## src/rtl/tri_check_master_pkg.sv

```systemverilog
// Shared FSM state and register-address definitions for the triangle-check master.
// The optional watchdog is enabled with the TRI_MASTER_TIMEOUT_EN macro.
package tri_master_pkg;

  typedef enum logic [2:0] {
    IDLE,
    WR_A,
    WR_B,
    WR_C,
    RD_RES,
    RD_WAIT,
    OUT
  } state_t;

  localparam logic [1:0] ADDR_A      = 2'd0;
  localparam logic [1:0] ADDR_B      = 2'd1;
  localparam logic [1:0] ADDR_C      = 2'd2;
  localparam logic [1:0] ADDR_RESULT = 2'd3;

endpackage

```

## src/rtl/tri_check_master_if.sv

```systemverilog
// Command, Avalon-MM and verdict signals of the triangle-check master.
// master = the tri_check_master view, slave = the surrounding environment.
interface tri_check_master_if;

  logic        in_valid;
  logic        in_ready;
  logic [31:0] in_a;
  logic [31:0] in_b;
  logic [31:0] in_c;

  logic [1:0]  avm_address;
  logic        avm_read;
  logic        avm_write;
  logic [31:0] avm_writedata;
  logic [31:0] avm_readdata;
  logic        avm_waitrequest;

  logic        out_valid;
  logic        out_ready;
  logic        out_result;
  logic        out_timeout;

  modport master (
    input  in_valid, in_a, in_b, in_c,
    output in_ready,
    output avm_address, avm_read, avm_write, avm_writedata,
    input  avm_readdata, avm_waitrequest,
    output out_valid, out_result, out_timeout,
    input  out_ready
  );

  modport slave (
    output in_valid, in_a, in_b, in_c,
    input  in_ready,
    input  avm_address, avm_read, avm_write, avm_writedata,
    output avm_readdata, avm_waitrequest,
    input  out_valid, out_result, out_timeout,
    output out_ready
  );

endinterface

```

## src/rtl/tri_wait_watchdog.sv

```systemverilog
// Stall watchdog: counts waitrequest-stalled cycles within one FSM state and
// flags expiry on the stall cycle that makes the count reach TIMEOUT_CYCLES.
module tri_wait_watchdog #(
  parameter int unsigned TIMEOUT_CYCLES = 255
) (
  input  logic clk,
  input  logic reset,
  input  logic i_clear,
  input  logic i_stall,
  output logic o_expire
);

  localparam int unsigned CNT_W = $clog2(TIMEOUT_CYCLES + 1);

  logic [CNT_W-1:0] r_cnt;

  assign o_expire = i_stall && (r_cnt == CNT_W'(TIMEOUT_CYCLES - 1));

  always_ff @(posedge clk) begin
    if (reset || i_clear) begin
      r_cnt <= '0;
    end else if (i_stall) begin
      r_cnt <= r_cnt + CNT_W'(1);
    end
  end

endmodule

```

## src/rtl/tri_check_master.sv

```systemverilog
// Avalon-MM master: one command -> write A/B/C, read result, one verdict.
// Define TRI_MASTER_TIMEOUT_EN to add the waitrequest watchdog (out_timeout).
module tri_check_master
  import tri_master_pkg::*;
#(
  parameter int unsigned READ_LATENCY   = 1,
  parameter int unsigned TIMEOUT_CYCLES = 255
) (
  input logic                 clk,
  input logic                 reset,
  tri_check_master_if.master  bus
);

  localparam int unsigned LAT_W = (READ_LATENCY > 1) ? $clog2(READ_LATENCY) : 1;

  state_t            r_state;
  state_t            w_next_base;
  state_t            w_next;
  logic [31:0]       r_a;
  logic [31:0]       r_b;
  logic [31:0]       r_c;
  logic [LAT_W-1:0]  r_lat_cnt;
  logic              r_result;
  logic              w_lat_done;
  logic              w_req_phase;
  logic              w_stall;
  logic              w_expire;
  logic              w_unused_rdata;

  assign w_unused_rdata = ^bus.avm_readdata[31:1];
  assign w_lat_done     = (r_lat_cnt == LAT_W'(READ_LATENCY - 1));
  assign w_req_phase    = (r_state == WR_A) || (r_state == WR_B) ||
                          (r_state == WR_C) || (r_state == RD_RES);
  assign w_stall        = w_req_phase && bus.avm_waitrequest;

  always_comb begin
    w_next_base = r_state;
    case (r_state)
      IDLE:    if (bus.in_valid)          w_next_base = WR_A;
      WR_A:    if (!bus.avm_waitrequest)  w_next_base = WR_B;
      WR_B:    if (!bus.avm_waitrequest)  w_next_base = WR_C;
      WR_C:    if (!bus.avm_waitrequest)  w_next_base = RD_RES;
      RD_RES:  if (!bus.avm_waitrequest)  w_next_base = RD_WAIT;
      RD_WAIT: if (w_lat_done)            w_next_base = OUT;
      OUT:     if (bus.out_ready)         w_next_base = IDLE;
      default:                            w_next_base = IDLE;
    endcase
  end

  // Watchdog override kept outside the case so the counter clear has no loop through it.
  assign w_next = w_expire ? OUT : w_next_base;

  always_ff @(posedge clk) begin
    if (reset) begin
      r_state   <= IDLE;
      r_a       <= '0;
      r_b       <= '0;
      r_c       <= '0;
      r_lat_cnt <= '0;
      r_result  <= 1'b0;
    end else begin
      r_state <= w_next;
      if (r_state == IDLE && bus.in_valid) begin
        r_a <= bus.in_a;
        r_b <= bus.in_b;
        r_c <= bus.in_c;
      end
      if (r_state == RD_WAIT) begin
        r_lat_cnt <= r_lat_cnt + LAT_W'(1);
      end else begin
        r_lat_cnt <= '0;
      end
      if (w_expire) begin
        r_result <= 1'b0;
      end else if (r_state == RD_WAIT && w_lat_done) begin
        r_result <= bus.avm_readdata[0];
      end
    end
  end

  always_comb begin
    bus.avm_address   = ADDR_A;
    bus.avm_writedata = '0;
    bus.avm_write     = 1'b0;
    bus.avm_read      = 1'b0;
    case (r_state)
      WR_A: begin
        bus.avm_write     = 1'b1;
        bus.avm_address   = ADDR_A;
        bus.avm_writedata = r_a;
      end
      WR_B: begin
        bus.avm_write     = 1'b1;
        bus.avm_address   = ADDR_B;
        bus.avm_writedata = r_b;
      end
      WR_C: begin
        bus.avm_write     = 1'b1;
        bus.avm_address   = ADDR_C;
        bus.avm_writedata = r_c;
      end
      RD_RES: begin
        bus.avm_read      = 1'b1;
        bus.avm_address   = ADDR_RESULT;
      end
      default: ;
    endcase
  end

  assign bus.in_ready   = (r_state == IDLE) && !reset;
  assign bus.out_valid  = (r_state == OUT);
  assign bus.out_result = r_result;

`ifdef TRI_MASTER_TIMEOUT_EN
  logic r_timeout;
  logic w_wd_clear;

  assign w_wd_clear = (w_next_base != r_state) || w_expire;

  tri_wait_watchdog #(
    .TIMEOUT_CYCLES (TIMEOUT_CYCLES)
  ) u_watchdog (
    .clk      (clk),
    .reset    (reset),
    .i_clear  (w_wd_clear),
    .i_stall  (w_stall),
    .o_expire (w_expire)
  );

  always_ff @(posedge clk) begin
    if (reset) begin
      r_timeout <= 1'b0;
    end else if (w_expire) begin
      r_timeout <= 1'b1;
    end else if (r_state == RD_WAIT && w_lat_done) begin
      r_timeout <= 1'b0;
    end
  end

  assign bus.out_timeout = r_timeout;
`else
  localparam int unsigned UNUSED_TIMEOUT_CYCLES = TIMEOUT_CYCLES;
  logic w_unused_stall;

  assign w_unused_stall  = w_stall;
  assign w_expire        = 1'b0;
  assign bus.out_timeout = 1'b0;
`endif

endmodule

```

## src/flat_wrapper.sv

```systemverilog
// flat-port wrapper written by rule: the top's interface ports become plain ports
module tri_check_master_flat import tri_master_pkg::*;
#(
  parameter int unsigned READ_LATENCY   = 1,
  parameter int unsigned TIMEOUT_CYCLES = 255
)
  (clk, reset, bus_in_valid, bus_in_a, bus_in_b, bus_in_c, bus_in_ready, bus_avm_address, bus_avm_read, bus_avm_write, bus_avm_writedata, bus_avm_readdata, bus_avm_waitrequest, bus_out_valid, bus_out_result, bus_out_timeout, bus_out_ready);
  tri_check_master_if bus_i ();
  input logic clk;
  input logic reset;
  input wire logic [$bits(bus_i.in_valid)-1:0] bus_in_valid;
  input wire logic [$bits(bus_i.in_a)-1:0] bus_in_a;
  input wire logic [$bits(bus_i.in_b)-1:0] bus_in_b;
  input wire logic [$bits(bus_i.in_c)-1:0] bus_in_c;
  output wire logic [$bits(bus_i.in_ready)-1:0] bus_in_ready;
  output wire logic [$bits(bus_i.avm_address)-1:0] bus_avm_address;
  output wire logic [$bits(bus_i.avm_read)-1:0] bus_avm_read;
  output wire logic [$bits(bus_i.avm_write)-1:0] bus_avm_write;
  output wire logic [$bits(bus_i.avm_writedata)-1:0] bus_avm_writedata;
  input wire logic [$bits(bus_i.avm_readdata)-1:0] bus_avm_readdata;
  input wire logic [$bits(bus_i.avm_waitrequest)-1:0] bus_avm_waitrequest;
  output wire logic [$bits(bus_i.out_valid)-1:0] bus_out_valid;
  output wire logic [$bits(bus_i.out_result)-1:0] bus_out_result;
  output wire logic [$bits(bus_i.out_timeout)-1:0] bus_out_timeout;
  input wire logic [$bits(bus_i.out_ready)-1:0] bus_out_ready;
  assign bus_i.in_valid = bus_in_valid;
  assign bus_i.in_a = bus_in_a;
  assign bus_i.in_b = bus_in_b;
  assign bus_i.in_c = bus_in_c;
  assign bus_in_ready = bus_i.in_ready;
  assign bus_avm_address = bus_i.avm_address;
  assign bus_avm_read = bus_i.avm_read;
  assign bus_avm_write = bus_i.avm_write;
  assign bus_avm_writedata = bus_i.avm_writedata;
  assign bus_i.avm_readdata = bus_avm_readdata;
  assign bus_i.avm_waitrequest = bus_avm_waitrequest;
  assign bus_out_valid = bus_i.out_valid;
  assign bus_out_result = bus_i.out_result;
  assign bus_out_timeout = bus_i.out_timeout;
  assign bus_i.out_ready = bus_out_ready;
  tri_check_master #(.READ_LATENCY(READ_LATENCY), .TIMEOUT_CYCLES(TIMEOUT_CYCLES)) u_core (.clk(clk), .reset(reset), .bus(bus_i));
endmodule
```

## config.mk

```make
export PLATFORM = sky130hd
export DESIGN_NAME = tri_check_master_flat
export DESIGN_NICKNAME = d
export VERILOG_FILES = /design/src/rtl/tri_check_master_pkg.sv /design/src/rtl/tri_check_master_if.sv /design/src/rtl/tri_wait_watchdog.sv /design/src/rtl/tri_check_master.sv /design/src/flat_wrapper.sv
export SDC_FILE = /design/constraint.sdc
export NUM_CORES = 1
export LEC_CHECK = 0
export CORE_ASPECT_RATIO = 2
export CORE_MARGIN = 2
export CORE_UTILIZATION = 30
export DETAILED_ROUTE_END_ITERATION = 8
export HOLD_SLACK_MARGIN = 0.15
export SLEW_MARGIN = 20
export SYNTH_ARGS = -nofsm -noshare
export SYNTH_HDL_FRONTEND = slang
export SYNTH_SLANG_ARGS = --single-unit
```

## constraint.sdc

```tcl
create_clock -name clk -period 1.68 [get_ports clk]
set_input_delay 0.336 -clock clk [delete_from_list [all_inputs] [get_ports clk]]
set_output_delay 0.336 -clock clk [all_outputs]
set_load 0.02 [all_outputs]
```

Word-level counts from Yosys, hierarchy flattened. Cells that the tools add are included.

Flip-flop bits (word level): 101.

Mux-type cells: 12. Add/sub/neg operators: 1. Bitwise gates (word level): 2. Equality and inequality tests: 13. Reductions and logical operators: 8.

Operator list (number): 32-bit case mux with 3 select lines (1); 3-bit two-way mux (7); 3-bit case mux with 7 select lines (1); 2-bit inequality test (second input constant) (6); 3-bit == test (second input constant) (3); 7-bit AND reduction (1); 3-bit by 2-bit == test with 1-bit output (second input constant) (2); 2-bit case mux with 3 select lines (1); 3-bit by 1-bit == test with 1-bit output (second input constant) (1); 1-bit logical AND (3); 3-bit zero test (1); 3-bit OR reduction (1); 1-bit two-way mux (2); 2-bit by 1-bit inequality test with 1-bit output (second input constant) (1); 1-bit inverter (2); 2-bit OR reduction (1); 1-bit adder (second input constant) (1); 1-bit zero test (1).

Logic depth before layout (Yosys ltp). Gate-level depths: netlist of the first run.

Word-level depth: 3. Depth in mapped cells: 7.

Worst setup path after synthesis of the first run. OpenSTA, ideal clock, no wires.

Kind: flip-flop to output port. Start point: reg u_core.r_state[0]. End point: out bus_in_ready. Data arrival time: 1543 ps. Path buffers: 3. Stages on the path, launching flop included: 5. Required time: 1344 ps. Slack: -199 ps. Cell sequence: dfxtp_1 -> buf_2 -> buf_2 -> buf_2 -> nor4_1.

Word-level cells in the longest chain between the ends: 2.

RTL lines: start, declared (RTL line tri_check_master.sv:16) `state_t r_state;`; start signal, assigned (RTL line tri_check_master.sv:62) `r_state <= w_next;`; 3-bit zero test (RTL line tri_check_master.sv:110) `assign bus.in_ready = (r_state == IDLE) && !reset;`; 1-bit logical AND (RTL line tri_check_master.sv:110); end, declared (RTL line flat_wrapper.sv:15) `output wire logic [$bits(bus_i.in_ready)-1:0] bus_in_ready;`.

No other way between the ends.

Worst setup path in the final report of the first run.
Start point: reg u_core.r_state[0]. End point: out bus_avm_writedata[14].

Word-level cells in the longest chain between the ends: 2.

RTL lines: 3-bit by 2-bit == test with 1-bit output or 3-bit by 1-bit == test with 1-bit output (tied branches); 32-bit case mux with 3 select lines (*) (RTL line tri_check_master.sv:86) `case (r_state)`; end, declared (RTL line flat_wrapper.sv:19) `output wire logic [$bits(bus_i.avm_writedata)-1:0] bus_avm_writedata;`.

Mark *: on every way between the ends. The rest lies on a longest branch, timed or not.

==> qor.yml, run 1 <==
synthesis:
  synth_cell_type_count: 29
  yosysWarningCount: 0
  synth-async-reset-ratio_pct: 0
  synth_top_area_share_pct: 45.68
  postSynthCellCount: 572
  synth-seq-cells: 101
  synth_top_cell_by_area: "dfxtp_1"
  seq_area_frac_synth_pct: 45.68
  yosys.cell_count.top_type: "nand2_1"
  ys.flop_type: "dfxtp_1"
  netlist_area_mm2: 0.004427
  synth_area_per_cell_um2: 7.739
  synth_area_leaders: "dfxtp_1 46%, nand2_1 17%, a21oi_1 11%"
  synth_common_cells: "196 x nand2_1, 101 x dfxtp_1, 99 x a21oi_1"
  syn-num-nets: 705
  synth-edff-count: 0
pwr:
  p_per_area_mw_per_mm2: 897.6
  p_leak_nw: 2.904
  ir_drop_uv: 633.7
placement:
  io_buffers: 140
  dp_hpwl_um: 10070
  gp_congestion: 0.8091
  place_area_mm2: 0.006248
global_routing:
  grt_overflow: 0
  grt_max_degree: 102
  grt_usage_pct: 20.31
  antenna_found_initial: 3
  grt_first_pass_wirelength_um: 25100
  grt_pass1_vias: 4801
floorplan:
  die_y_um: 175.8
  start_util_pct: 30.68
  die_w_um: 89.90
  num_rows: 62
  io_pins: 173
  coreArea_mm2: 0.01443
  die_area_mm2: 0.01580
detailed_routing:
  routed_wl_um: 16550
  post_drt_wl_per_cell_um: 17.69
  vias: 4579
  antenna_left: 0
  drc: 0
  drt-pass1-iter-count: 4
  drt_iter0_markers: 232
  viasPerCell: 4.892
timing:
  finalCritPeriodShare_pct: 120.1
  period_minus_slack_ns: 2.018
  clock_skew_ns: 0.005654
  drv_slew: 0
  hold-worst-slack_ns: 0.4570
  slew_headroom_pct: 30.37
  fmax_mhz: 495.5
  setup_ws_ns: -0.3382
  hold_viol: 0
  tightestPinTransition_ns: 1.044
  rsz0062_at_grt: "true"
  setup_viol: 132
clock_tree:
  numCtsBuffers: 9
  clkTransAtPathRegs_ns: 0.07
  cts_max_level: 3
  cts_buffer_depth: 2
  clock_latency_ns: 0.34
  clkSinkCount: 101
  cts_tree: "done"
  cts_root_buf: "clkbuf_16"
setup_path:
  crit_type: "flop to output port"
  cp-end-kind: "output port"
  crit_fanout: 10
  start_kind: "flop"
  cp.required_ns: 1.34
  critPathArrivalTime_ns: 1.68
run_status:
  failed_checks: "setup timing"
  status: "finished, violations left"
flow_run:
  maxCapViolCount: 0
hold_path:
  hp-class: "flop to flop"
cells_and_area:
  nNetsFinal: 870
  layout-drive-gt1-share_pct: 35.22
  n_fill_cell: 1362
  syn_to_final_growth_pct: 71.59
  fin_area_mm2: 0.007596
  finish.utilization_pct: 52.64
==> kinds of logic after synthesis <==
family | Yosys count | synth area share, %
AOI/OAI and AO/OA | 137 | 17.55
DFF | 101 | 45.68
and+or+nand+nor | 248 | 22.44
muxes | 33 | 8.366
other | 1 | 0.08471
buffers and inverters | 52 | 5.879
==> metrics by stage <==
| stage | setup slack (ns) | TNS (ns) | std cells | power [mW] |
|---|---|---|---|---|
| after floorplan | -0.02908 | -0.3048 | 572 | 3.408 |
| after global placement | -0.3759 | -34.17 | 881 | 4.013 |
| after detailed placement | -0.3888 | -33.36 | 881 | 4.036 |
| after CTS | -0.3689 | -24.11 | 922 | 6.693 |
| after global routing | -0.3846 | -31.52 | 936 | 7.115 |
| final | -0.3382 | -24.61 | 936 | 6.818 |
==> path summary, 6_finish.rpt <==
kind                            to  slack, ns  cells after the start              start
max          bus_avm_writedata[14]      -0.34                      5  u_core.r_state[0]
min                 u_core.r_c[15]       0.46                      2     u_core.r_c[15]
max reg2reg         u_core.r_b[10]      -0.22                      7  u_core.r_state[0]
min reg2reg         u_core.r_c[15]       0.46                      2     u_core.r_c[15]
==> cell type report <==
type | instances | area, µm² | area share, %
Timing Repair Buffer | 204 | 2400 | 31.59
Sequential cell | 101 | 2031 | 26.73
Inverter | 1 | 3.754 | 0.04942
Clock buffer | 10 | 229.0 | 3.014
Antenna cell | 3 | 7.507 | 0.09883
Clock inverter | 5 | 85.08 | 1.120
Tap cell | 192 | 240.2 | 3.163
Multi-Input combinational cell | 420 | 2600 | 34.23
==> timing repair <==
item,in CTS,in global routing
hold buffers,0,0
resized for setup,265,71
endpoints found under the setup margin,132,133
pin swaps,12,18
setup buffers,15,10
cloned,12,4
==> registers in the layout (all words and copies together), names as in the netlist <==
register / count
u_core.r_lat_cnt: 1
u_core.bus.out_result: 1
u_core.r_c: 32
u_core.r_state: 3
u_core.r_b: 32
u_core.r_a: 32
==> metal layers <==
layer / up-vias / wire length (µm) / GRT usage [%]
met1: 2179 / 6067 / 21.30
met4: 0 / 599 / 9.103
met3: 30 / 503 / 3.003
met2: 122 / 9383 / 39.39
li1: 2248 / - / -
met5: - / 0 / 0
==> layout by cell type (no fill, tap or decap), drive strengths merged, types with 3 or more instances in the layout <==
master         netlist  layout
a21oi               99      99
a22oi               31      31
buf                 23      99
clkbuf              28      14
clkdlybuf4s50        0     101
dfxtp              101     101
diode                0       3
mux2                32      32
nand2              196     196
nand2b               3       3
nor2                39      39
==> worst max-delay path, stage by stage, from the launching register on <==
cell and delay, ns:
dfxtp_4 0.43, buf_12 0.16, mux2_2 0.35, a22oi_2 0.20, nor2_2 0.05, buf_2 0.16
==> report_power, final <==
part / switching, mW / leakage [nW] / internal, mW / total [mW]
sequential: 0.128 / 0.829 / 2.57 / 2.70
combinational: 0.862 / 1.93 / 1.05 / 1.91
clock: 0.903 / 0.149 / 1.31 / 2.21
total: 1.89 / 2.90 / 4.93 / 6.82
Note: power is estimated with default switching activity, not from simulation.
==> run 2, diff against run 1 <==
--- a/config.mk
+++ b/config.mk
@@ -5,6 +5,7 @@
 export SDC_FILE = /design/constraint.sdc
 export NUM_CORES = 1
 export LEC_CHECK = 0
+export ABC_CLOCK_PERIOD_IN_PS = 1680
 export CORE_ASPECT_RATIO = 2
 export CORE_MARGIN = 2
 export CORE_UTILIZATION = 30
==> results of run 2 <==
Final layout, timing and power as in run 1 (identical DEF).
==> run 3, diff against run 2 <==
--- a/config.mk
+++ b/config.mk
@@ -8,9 +8,10 @@
 export ABC_CLOCK_PERIOD_IN_PS = 1680
 export CORE_ASPECT_RATIO = 2
 export CORE_MARGIN = 2
-export CORE_UTILIZATION = 30
+export CORE_UTILIZATION = 35
 export DETAILED_ROUTE_END_ITERATION = 8
 export HOLD_SLACK_MARGIN = 0.15
+export PLACE_DENSITY_LB_ADDON = 0.08
 export SLEW_MARGIN = 20
 export SYNTH_ARGS = -nofsm -noshare
 export SYNTH_HDL_FRONTEND = slang
==> qor.yml, run 3 (synthesized netlist as in run 1, its figures left out) <==
run_status:
  status: "finished, violations left"
  failed_checks: "setup timing"
setup_path:
  critPathArrivalTime_ns: 1.66
  path_buf_inv: 2
  ff2ff_setup_slack_ns: -0.18
  reg2reg_from: "u_core.r_state[0]"
  crit_fanout: 10
  crit_type: "flop to output port"
  crit_chain: "buf_12, mux2_2, a22oi_2, nor2_2, buf_2"
  r2r_cells: 9
  start_kind: "flop"
  critical_path.top_delay_family: "flip-flops"
  cp-end-kind: "output port"
  r2r-end: "u_core.r_a[3]"
  cpMaxStageDelayCell: "dfxtp_4"
  cp.required_ns: 1.34
  cp_slowest_stage_delay_ns: 0.41
timing:
  hold_viol: 0
  fmax_mhz: 501.5
  drv_slew: 0
  slew_headroom_pct: 62.59
  finalSetupTns_ns: -19.24
  setup_ws_ns: -0.3140
  tightestPinTransition_ns: 0.5611
  hold-worst-slack_ns: 0.4508
  rsz0062_at_grt: "true"
  period_minus_slack_ns: 1.994
  clock_skew_ns: 0.006002
  setup_viol: 134
  finalCritPeriodShare_pct: 118.7
clock_tree:
  cts_hold_buf: 0
  clkTransAtPathRegs_ns: 0.06
  cts_root_buf: "clkbuf_16"
  clock_latency_ns: 0.35
  numCtsBuffers: 9
  cts_tree: "done"
  clkSinkCount: 101
  cts_max_level: 3
  cts_buffer_depth: 2
global_routing:
  grt_overflow: 0
  antenna_found_initial: 0
  grt_pass1_vias: 4369
  grt_usage_pct: 19.49
  grt_max_degree: 102
  grt_first_pass_wirelength_um: 21200
floorplan:
  die_area_mm2: 0.01362
  coreArea_mm2: 0.01248
  io_pins: 173
  die_y_um: 163.0
  die_w_um: 83.53
  num_rows: 58
  start_util_pct: 35.47
pwr:
  p_per_area_mw_per_mm2: 876.0
  p_total_mw: 6.556
  combPwrFrac_pct: 27.8
  p_seq_share_pct: 40.9
  swShare_pct: 28.71
  p_leak_nw: 2.842
  p_sw_mw: 1.882
  p_int_mw: 4.673
  pwr-share-clk_pct: 31.3
  ir_drop_uv: 670.3
placement:
  pre_cts_ws_ns: -0.3654
  dpl.cell_count: 838
  io_buffers: 140
  dp_hpwl_um: 9214
  place_area_mm2: 0.006213
  gp_congestion: 0.8175
detailed_routing:
  drt_iter0_markers: 171
  vias: 4551
  post_drt_wl_per_cell_um: 17.75
  drt-pass1-iter-count: 5
  viasPerCell: 5.142
  routed_wl_um: 15710
  antenna_left: 0
  drc: 0
cells_and_area:
  final_cell_mix: "168 x nand2_1, 101 x clkdlybuf4s50_1, 98 x dfxtp_1"
  multi_input_area_mm2: 0.002723
  n_fill_cell: 1142
  final_common_cell: "nand2_1"
  layout-drive-gt1-share_pct: 39.05
  final_cells: 885
  layout_top_registers: "u_core.r_a: 32 flops, u_core.r_b: 32 flops, u_core.r_c: 32 flops"
  finish.utilization_pct: 59.95
  syn_to_final_growth_pct: 69.05
  regArea_mm2: 0.002033
  antenna_cells: 0
  nNetsFinal: 865
  fin_area_mm2: 0.007483
hold_path:
  hold_depth: 2
  hp-class: "flop to flop"
  min_to: "u_core.r_b[23]"
  hp-start: "u_core.r_b[23]"
flow_run:
  maxCapViolCount: 0
-- run 3: worst max path at each step --
stage	depth (start not counted)	endpoint	from	slack, ns
6_report	5	bus_avm_writedata[14]	u_core.r_state[0]	-0.31
5_1_grt	5	bus_avm_writedata[14]	u_core.r_state[0]	-0.35
4_1_cts	6	bus_avm_writedata[27]	u_core.r_state[0]	-0.35
3_5_place_dp	5	bus_avm_writedata[9]	u_core.r_state[0]	-0.37
3_3_place_gp	5	bus_avm_writedata[9]	u_core.r_state[0]	-0.37
2_1_floorplan	5	bus_avm_address[1]	u_core.r_state[0]	-0.03
-- run 3: power groups by stage --
stage / logic (mW) / registers (mW) / clock network (mW)
after floorplan: 0.723 / 2.68 / 0
after global routing: 1.95 / 2.70 / 2.17
after detailed placement: 1.31 / 2.72 / 0
final: 1.82 / 2.68 / 2.05
after global placement: 1.30 / 2.71 / 0
after CTS: 1.40 / 2.67 / 2.08
-- run 3: cell type report --
cell class,count,share of cell area [%]
Multi-Input combinational cell,419,36.38
Timing Repair Buffer,200,30.06
Inverter,1,0.05016
Tap cell,150,2.508
Clock buffer,9,3.010
Sequential cell,101,27.17
Clock inverter,5,0.8193
-- run 3: layer usage --
metal,part of all wire [%],track usage (%),up-vias
li1,-,-,2225
met1,38,21.32,2181
met2,56,37.68,123
met3,3.7,3.032,22
met4,2.3,6.525,0
met5,0,0,-
-- run 3: worst register-to-register path, delay by kind of cell, from the launching register on --
family                 cells  cell delay (ns)
AOI/OAI and AO/OA          1             0.12
buffers and inverters      6             0.91
DFF                        1             0.38
and+or+nand+nor            2             0.39
-- run 3: what timing repair did --
| item | in CTS | in global routing |
|---|---|---|
| endpoints found under the setup margin | 134 | 134 |
| gates cloned | 1 | 18 |
| pin swaps | 10 | 9 |
| buffers inserted | 3 | 14 |
| resized for setup | 232 | 114 |
